--- src/rtl/seq_serializer.sv ---
// seq_serializer: parallel-to-serial stage feeding the serial sequence checkers.
// Words arrive over a valid/ready handshake. They are shifted out MSB-first on
// o_dout, and each bit is held for DIV clocks. A one-word holding register lets
// the next word follow the current one with no idle bits in between.
//
// Ports:
//   i_clk        system clock, rising edge
//   i_rst        asynchronous active-high reset
//   i_clr        synchronous clear: drop the held word and the word in flight
//   i_in_data    word to serialize (sampled only on the accepting edge)
//   i_in_valid   i_in_data is valid
//   o_in_ready   a word can be accepted this cycle (combinational)
//   o_dout       serial bit, MSB first; IDLE_BIT when idle
//   o_dout_vld   strobe on the first clock of each bit period
//   o_busy       a word is being shifted
//   o_word_done  pulse during the last clock of a word's last bit period
module seq_serializer #(
  parameter int   DATA_W   = 8,
  parameter int   DIV      = 1,
  parameter logic IDLE_BIT = 1'b0
) (
  input  logic              i_clk,
  input  logic              i_rst,
  input  logic              i_clr,
  input  logic [DATA_W-1:0] i_in_data,
  input  logic              i_in_valid,
  output logic              o_in_ready,
  output logic              o_dout,
  output logic              o_dout_vld,
  output logic              o_busy,
  output logic              o_word_done
);

  localparam int BW = (DATA_W > 1) ? $clog2(DATA_W) : 1;
  localparam int DW = (DIV > 1) ? $clog2(DIV) : 1;

  localparam logic [BW-1:0] BIT_LAST   = BW'(DATA_W - 1);
  localparam logic [BW-1:0] BIT_PENULT = BW'(DATA_W - 2);
  localparam logic [DW-1:0] DIV_LAST   = DW'(DIV - 1);
  localparam logic [DW-1:0] DIV_PENULT = DW'((DIV > 1) ? DIV - 2 : 0);

  typedef enum logic {S_IDLE, S_SHIFT} state_t;

  state_t            r_state;
  logic [DATA_W-1:0] r_hold;
  logic              r_hold_full;
  logic [DATA_W-1:0] r_sh;
  logic [BW-1:0]     r_bit_cnt;
  logic [DW-1:0]     r_div_cnt;
  logic              r_dout;
  logic              r_dout_vld;
  logic              r_word_done;

  logic w_accept;
  logic w_last_div;
  logic w_last_bit;

  assign o_in_ready = !r_hold_full && !i_clr;
  assign w_accept   = i_in_valid && o_in_ready;
  assign w_last_div = (r_div_cnt == DIV_LAST);
  assign w_last_bit = (r_bit_cnt == BIT_LAST);

  assign o_dout      = r_dout;
  assign o_dout_vld  = r_dout_vld;
  assign o_busy      = (r_state == S_SHIFT);
  assign o_word_done = r_word_done;

  // The output flops are loaded with the values for the coming cycle. This
  // makes o_word_done high during the final clock of the word itself.
  always_ff @(posedge i_clk or posedge i_rst) begin
    if (i_rst) begin
      r_state     <= S_IDLE;
      r_hold      <= '0;
      r_hold_full <= 1'b0;
      r_sh        <= '0;
      r_bit_cnt   <= '0;
      r_div_cnt   <= '0;
      r_dout      <= IDLE_BIT;
      r_dout_vld  <= 1'b0;
      r_word_done <= 1'b0;
    end else if (i_clr) begin
      r_state     <= S_IDLE;
      r_hold_full <= 1'b0;
      r_sh        <= '0;
      r_bit_cnt   <= '0;
      r_div_cnt   <= '0;
      r_dout      <= IDLE_BIT;
      r_dout_vld  <= 1'b0;
      r_word_done <= 1'b0;
    end else begin
      // o_in_ready is low whenever the holding register is full, so an
      // accept never coincides with a reload below.
      if (w_accept) begin
        r_hold      <= i_in_data;
        r_hold_full <= 1'b1;
      end
      case (r_state)
        S_IDLE: begin
          r_word_done <= 1'b0;
          r_dout      <= IDLE_BIT;
          r_dout_vld  <= 1'b0;
          if (r_hold_full) begin
            r_sh        <= r_hold;
            r_hold_full <= 1'b0;
            r_bit_cnt   <= '0;
            r_div_cnt   <= '0;
            r_dout      <= r_hold[DATA_W-1];
            r_dout_vld  <= 1'b1;
            r_state     <= S_SHIFT;
          end
        end
        S_SHIFT: begin
          if (!w_last_div) begin
            r_div_cnt   <= r_div_cnt + DW'(1);
            r_dout_vld  <= 1'b0;
            r_word_done <= (DIV > 1) && w_last_bit && (r_div_cnt == DIV_PENULT);
          end else begin
            r_div_cnt <= '0;
            if (!w_last_bit) begin
              r_sh        <= {r_sh[DATA_W-2:0], 1'b0};
              r_bit_cnt   <= r_bit_cnt + BW'(1);
              r_dout      <= r_sh[DATA_W-2];
              r_dout_vld  <= 1'b1;
              r_word_done <= (DIV == 1) && (r_bit_cnt == BIT_PENULT);
            end else begin
              r_word_done <= 1'b0;
              r_bit_cnt   <= '0;
              if (r_hold_full) begin
                // Gapless hand-over: the next MSB goes out on the very next clock.
                r_sh        <= r_hold;
                r_hold_full <= 1'b0;
                r_dout      <= r_hold[DATA_W-1];
                r_dout_vld  <= 1'b1;
              end else begin
                r_dout     <= IDLE_BIT;
                r_dout_vld <= 1'b0;
                r_state    <= S_IDLE;
              end
            end
          end
        end
        default: r_state <= S_IDLE;
      endcase
    end
  end

endmodule

--- config.mk ---
export PLATFORM = sky130hd
export DESIGN_NAME = seq_serializer
export DESIGN_NICKNAME = d
export VERILOG_FILES = /design/src/rtl/seq_serializer.sv
export SDC_FILE = /design/constraint.sdc
export NUM_CORES = 1
export LEC_CHECK = 0
export CAP_MARGIN = 20
export CORE_ASPECT_RATIO = 0.5
export CORE_MARGIN = 2
export CORE_UTILIZATION = 40
export DETAILED_ROUTE_END_ITERATION = 8
export GPL_ROUTABILITY_DRIVEN = 1
export HOLD_SLACK_MARGIN = 0.02
export PLACE_DENSITY_LB_ADDON = 0.2
export SLEW_MARGIN = 20
export SYNTH_ARGS = -nofsm -noshare
export SYNTH_HDL_FRONTEND = slang
export SYNTH_SLANG_ARGS = --single-unit
export TNS_END_PERCENT = 30
--- constraint.sdc ---
create_clock -name i_clk -period 1.55 [get_ports i_clk]
set_input_delay 0.465 -clock i_clk [delete_from_list [all_inputs] [get_ports i_clk]]
set_output_delay 0.465 -clock i_clk [all_outputs]
set_load 0.02 [all_outputs]
==> results_dict.tcl, run 1 <==
set metrics [dict create \
    cp_max_fo 13 \
    ys_types 22 \
    crit_chain "ha_1, ha_1, nand2b_1, buf_4, nor2_1, a211oi_2" \
    syn-mean-instance-area_sq_um 12.1 \
    avgViaCountPerCell 4.76 \
    cts.clk_slew.worst_paths_ns 0.08 \
    finalSetupViolations 0 \
    grt_use_met3_pct 4.73 \
    cts_setup_buffers 0 \
    clock.fmax_ghz 0.672 \
    synth_area_sq_um 1050 \
    startpoint_type "flip-flop" \
    setup.worst_path.end_class "flip-flop" \
    drv_slew 0 \
    vias 676 \
    max_slew.worst_pin.slew_ns 0.280 \
    met1_usage_pct 16.8 \
    cts_root_buf "clkbuf_8" \
    ctsHoldBuffers 0 \
    drc 0 \
    worst_slew_margin_rel_pct 81.3 \
    grt_max_degree 23 \
    finalHoldViolCount 0 \
    min_from "r_hold[4]" \
    fin_area_sq_um 1320 \
    synth-seq-cells 22 \
    p_per_area_nw_per_um2 1010 \
    antenna_found_initial 0 \
    crit_type "flip-flop to flip-flop" \
    antenna_left 0 \
    mostFrequentLayoutCells "dfrtp_1 (22), nor2_1 (11), clkdlybuf4s50_1 (10)" \
    grt_pass1_vias 693 \
    fin_worst_skew_ns 0.00525 \
    cp_common_cell "ha_1" \
    cts.sinks 22 \
    power.leakage_nw 0.623 \
    clockBufferDepth 2 \
    place_congestion 0.661 \
    stdcell_count 142 \
    cap_violations 0 \
    rr_startpoint "r_bit_cnt[0]" \
    drive_above_1_share_pct 22.9 \
    drt_first_pass_iters 4 \
    synth_fp_nets 103 \
    grt_use_total_pct 14.7 \
    hold_path_depth 1 \
    arrival_ns 1.63 \
    cts_tree "done" \
    place_area_sq_um 1250 \
    cts_max_level 1 \
    synth-seq-area-share_pct 52.3 \
    place_ws_ns -0.572 \
    yosys_warnings 0 \
    timing.final.crit_share_pct 96.0 \
    dp.cells 138 \
    grt_use_met2_pct 27.2 \
    layout.nets 122 \
    ff2ff_path_depth 6 \
    core-area_sq_um 2550 \
    period_needed_ns 1.49 \
    critPathMaxStageDelay_ns 0.40 \
    hold_path.class "flip-flop to flip-flop" \
    rsz0062_at_grt "true" \
    cp.required_ns 1.69 \
    synth_cells 87 \
    area_growth_pct 25.1 \
    initial_core_util_pct 41.3 \
    row_count 13 \
    cts_buffers 3 \
    fin_setup_tns_ns 0 \
    wl_um 1970 \
    io_pins 17 \
    antenna_cells 0 \
    portBuffers 16 \
    overflow 0 \
    crit_slowest_cell "dfrtp_1" \
    die_area_sq_um 3090 \
    status "complete, no violations" \
    clock_latency_ns 0.26 \
    peakVddDrop_uv 490 \
    r2r_end "r_sh[1]" \
    busiest_layer "met2" \
    grt_pass1_wl_um 3280 \
    min_to "r_hold[4]" \
    fin_ws_ns 0.0623 \
    fp.dieW_um 76.6 \
    drt-initial-drc-count 35 \
    final_common_cell "dfrtp_1" \
    rrSetupSlack_ns 0.06 \
    dpl.hpwl_um 1380 \
    die_y_um 40.3 \
    wl_per_cell_um 13.9 \
]
critical path, delay by kind of cell, from the launching register on:
kind,cells,cell delay (ns)
adder cells (fa/ha/maj),2,0.44
flip-flops,1,0.40
AO/OA/AOI/OAI,1,0.06
AND/OR/NAND/NOR,2,0.27
buffers and inverters,1,0.18
power by group:
part,internal (mW),leakage [nW],total (mW),switching (mW)
registers,0.638,0.283,0.678,0.0397
logic,0.138,0.311,0.244,0.106
clock network,0.227,0.0288,0.410,0.183
total,1.00,0.623,1.33,0.329
area by class of cell:
class                      instances  area [sq um]
fill                             240          1240
sequential                        22           551
multi-input combinational         55           462
timing repair buffer              21           193
clock buffer                       4          55.1
tap                               37          46.3
inverter                           3          11.3
worst max-delay path by stage:
stage	start	endpoint	cells after the start
after CTS	r_bit_cnt[0]	r_sh[1]	5
after detailed placement	i_clr	o_in_ready	3
after floorplan	r_hold_full	r_hold[0]	5
after global placement	i_clr	o_in_ready	3
final	r_bit_cnt[0]	r_sh[1]	6
after global routing	r_bit_cnt[0]	r_sh[2]	6
metrics by stage:
stage	utilization (%)	hold slack, ns	power, mW
floorplan	-	0.454	0.846
global placement	48.8	0.496	0.911
detailed placement	48.8	0.504	0.927
CTS	50.8	0.521	1.34
global route	51.6	0.533	1.40
finish	51.6	0.515	1.33
timing repair:
item,4_1_cts,5_1_grt
pin swaps,1,0
endpoints found under the setup margin,5,4
cloned,0,0
resized for setup,11,4
per-layer routing:
| layer | share of wire [%] | vias up |
|---|---|---|
| li1 | - | 332 |
| met1 | 48 | 327 |
| met2 | 48 | 13 |
| met3 | 3.0 | 4 |
| met4 | 1.4 | 0 |
| met5 | 0 | - |
synth_stat cells:
cell type | count | area, sq um
nand3_1 | 1 | 5.00
clkbuf_1 | 1 | 3.75
buf_6 | 1 | 11.3
nand2b_1 | 2 | 12.5
and2_4 | 1 | 8.76
mux2i_1 | 7 | 70.1
inv_1 | 3 | 11.3
buf_2 | 1 | 5.00
nand2_1 | 2 | 7.51
a21oi_1 | 5 | 25.0
a211oi_1 | 6 | 45.0
nor3_1 | 1 | 5.00
mux2_4 | 8 | 120
nor2_1 | 11 | 41.3
ha_1 | 4 | 50.1
nand3b_1 | 1 | 7.51
nor4b_1 | 1 | 8.76
buf_4 | 4 | 30.0
nor2b_1 | 1 | 6.26
dfrtp_1 | 22 | 551
nor2_2 | 1 | 6.26
nor3b_1 | 3 | 22.5
logic make-up after synthesis:
family | Yosys count | share of synthesized area (%)
buffers and inverters | 10 | 5.82
muxes | 15 | 18.1
adders and majority gates | 4 | 4.75
and+or+nand+nor | 25 | 12.5
AOI/OAI and AO/OA | 11 | 6.65
DFF | 22 | 52.3
registers in the layout, indices dropped and copies added (netlist names):
name / flops
r_sh: 7
r_hold_full: 1
o_dout_vld: 1
o_word_done: 1
o_dout: 1
r_bit_cnt: 3
r_hold: 8
Note: power is estimated with default switching activity, not from simulation.
==> inputs of run 2 (changes only) <==
--- a/config.mk
+++ b/config.mk
@@ -9,6 +9,7 @@
 export CORE_ASPECT_RATIO = 0.5
 export CORE_MARGIN = 2
 export CORE_UTILIZATION = 40
+export CTS_BUF_LIST = sky130_fd_sc_hd__clkbuf_8
 export DETAILED_ROUTE_END_ITERATION = 8
 export GPL_ROUTABILITY_DRIVEN = 1
 export HOLD_SLACK_MARGIN = 0.02
==> results of run 2 <==
The final DEF is identical to that of run 1; final timing and power are the same.
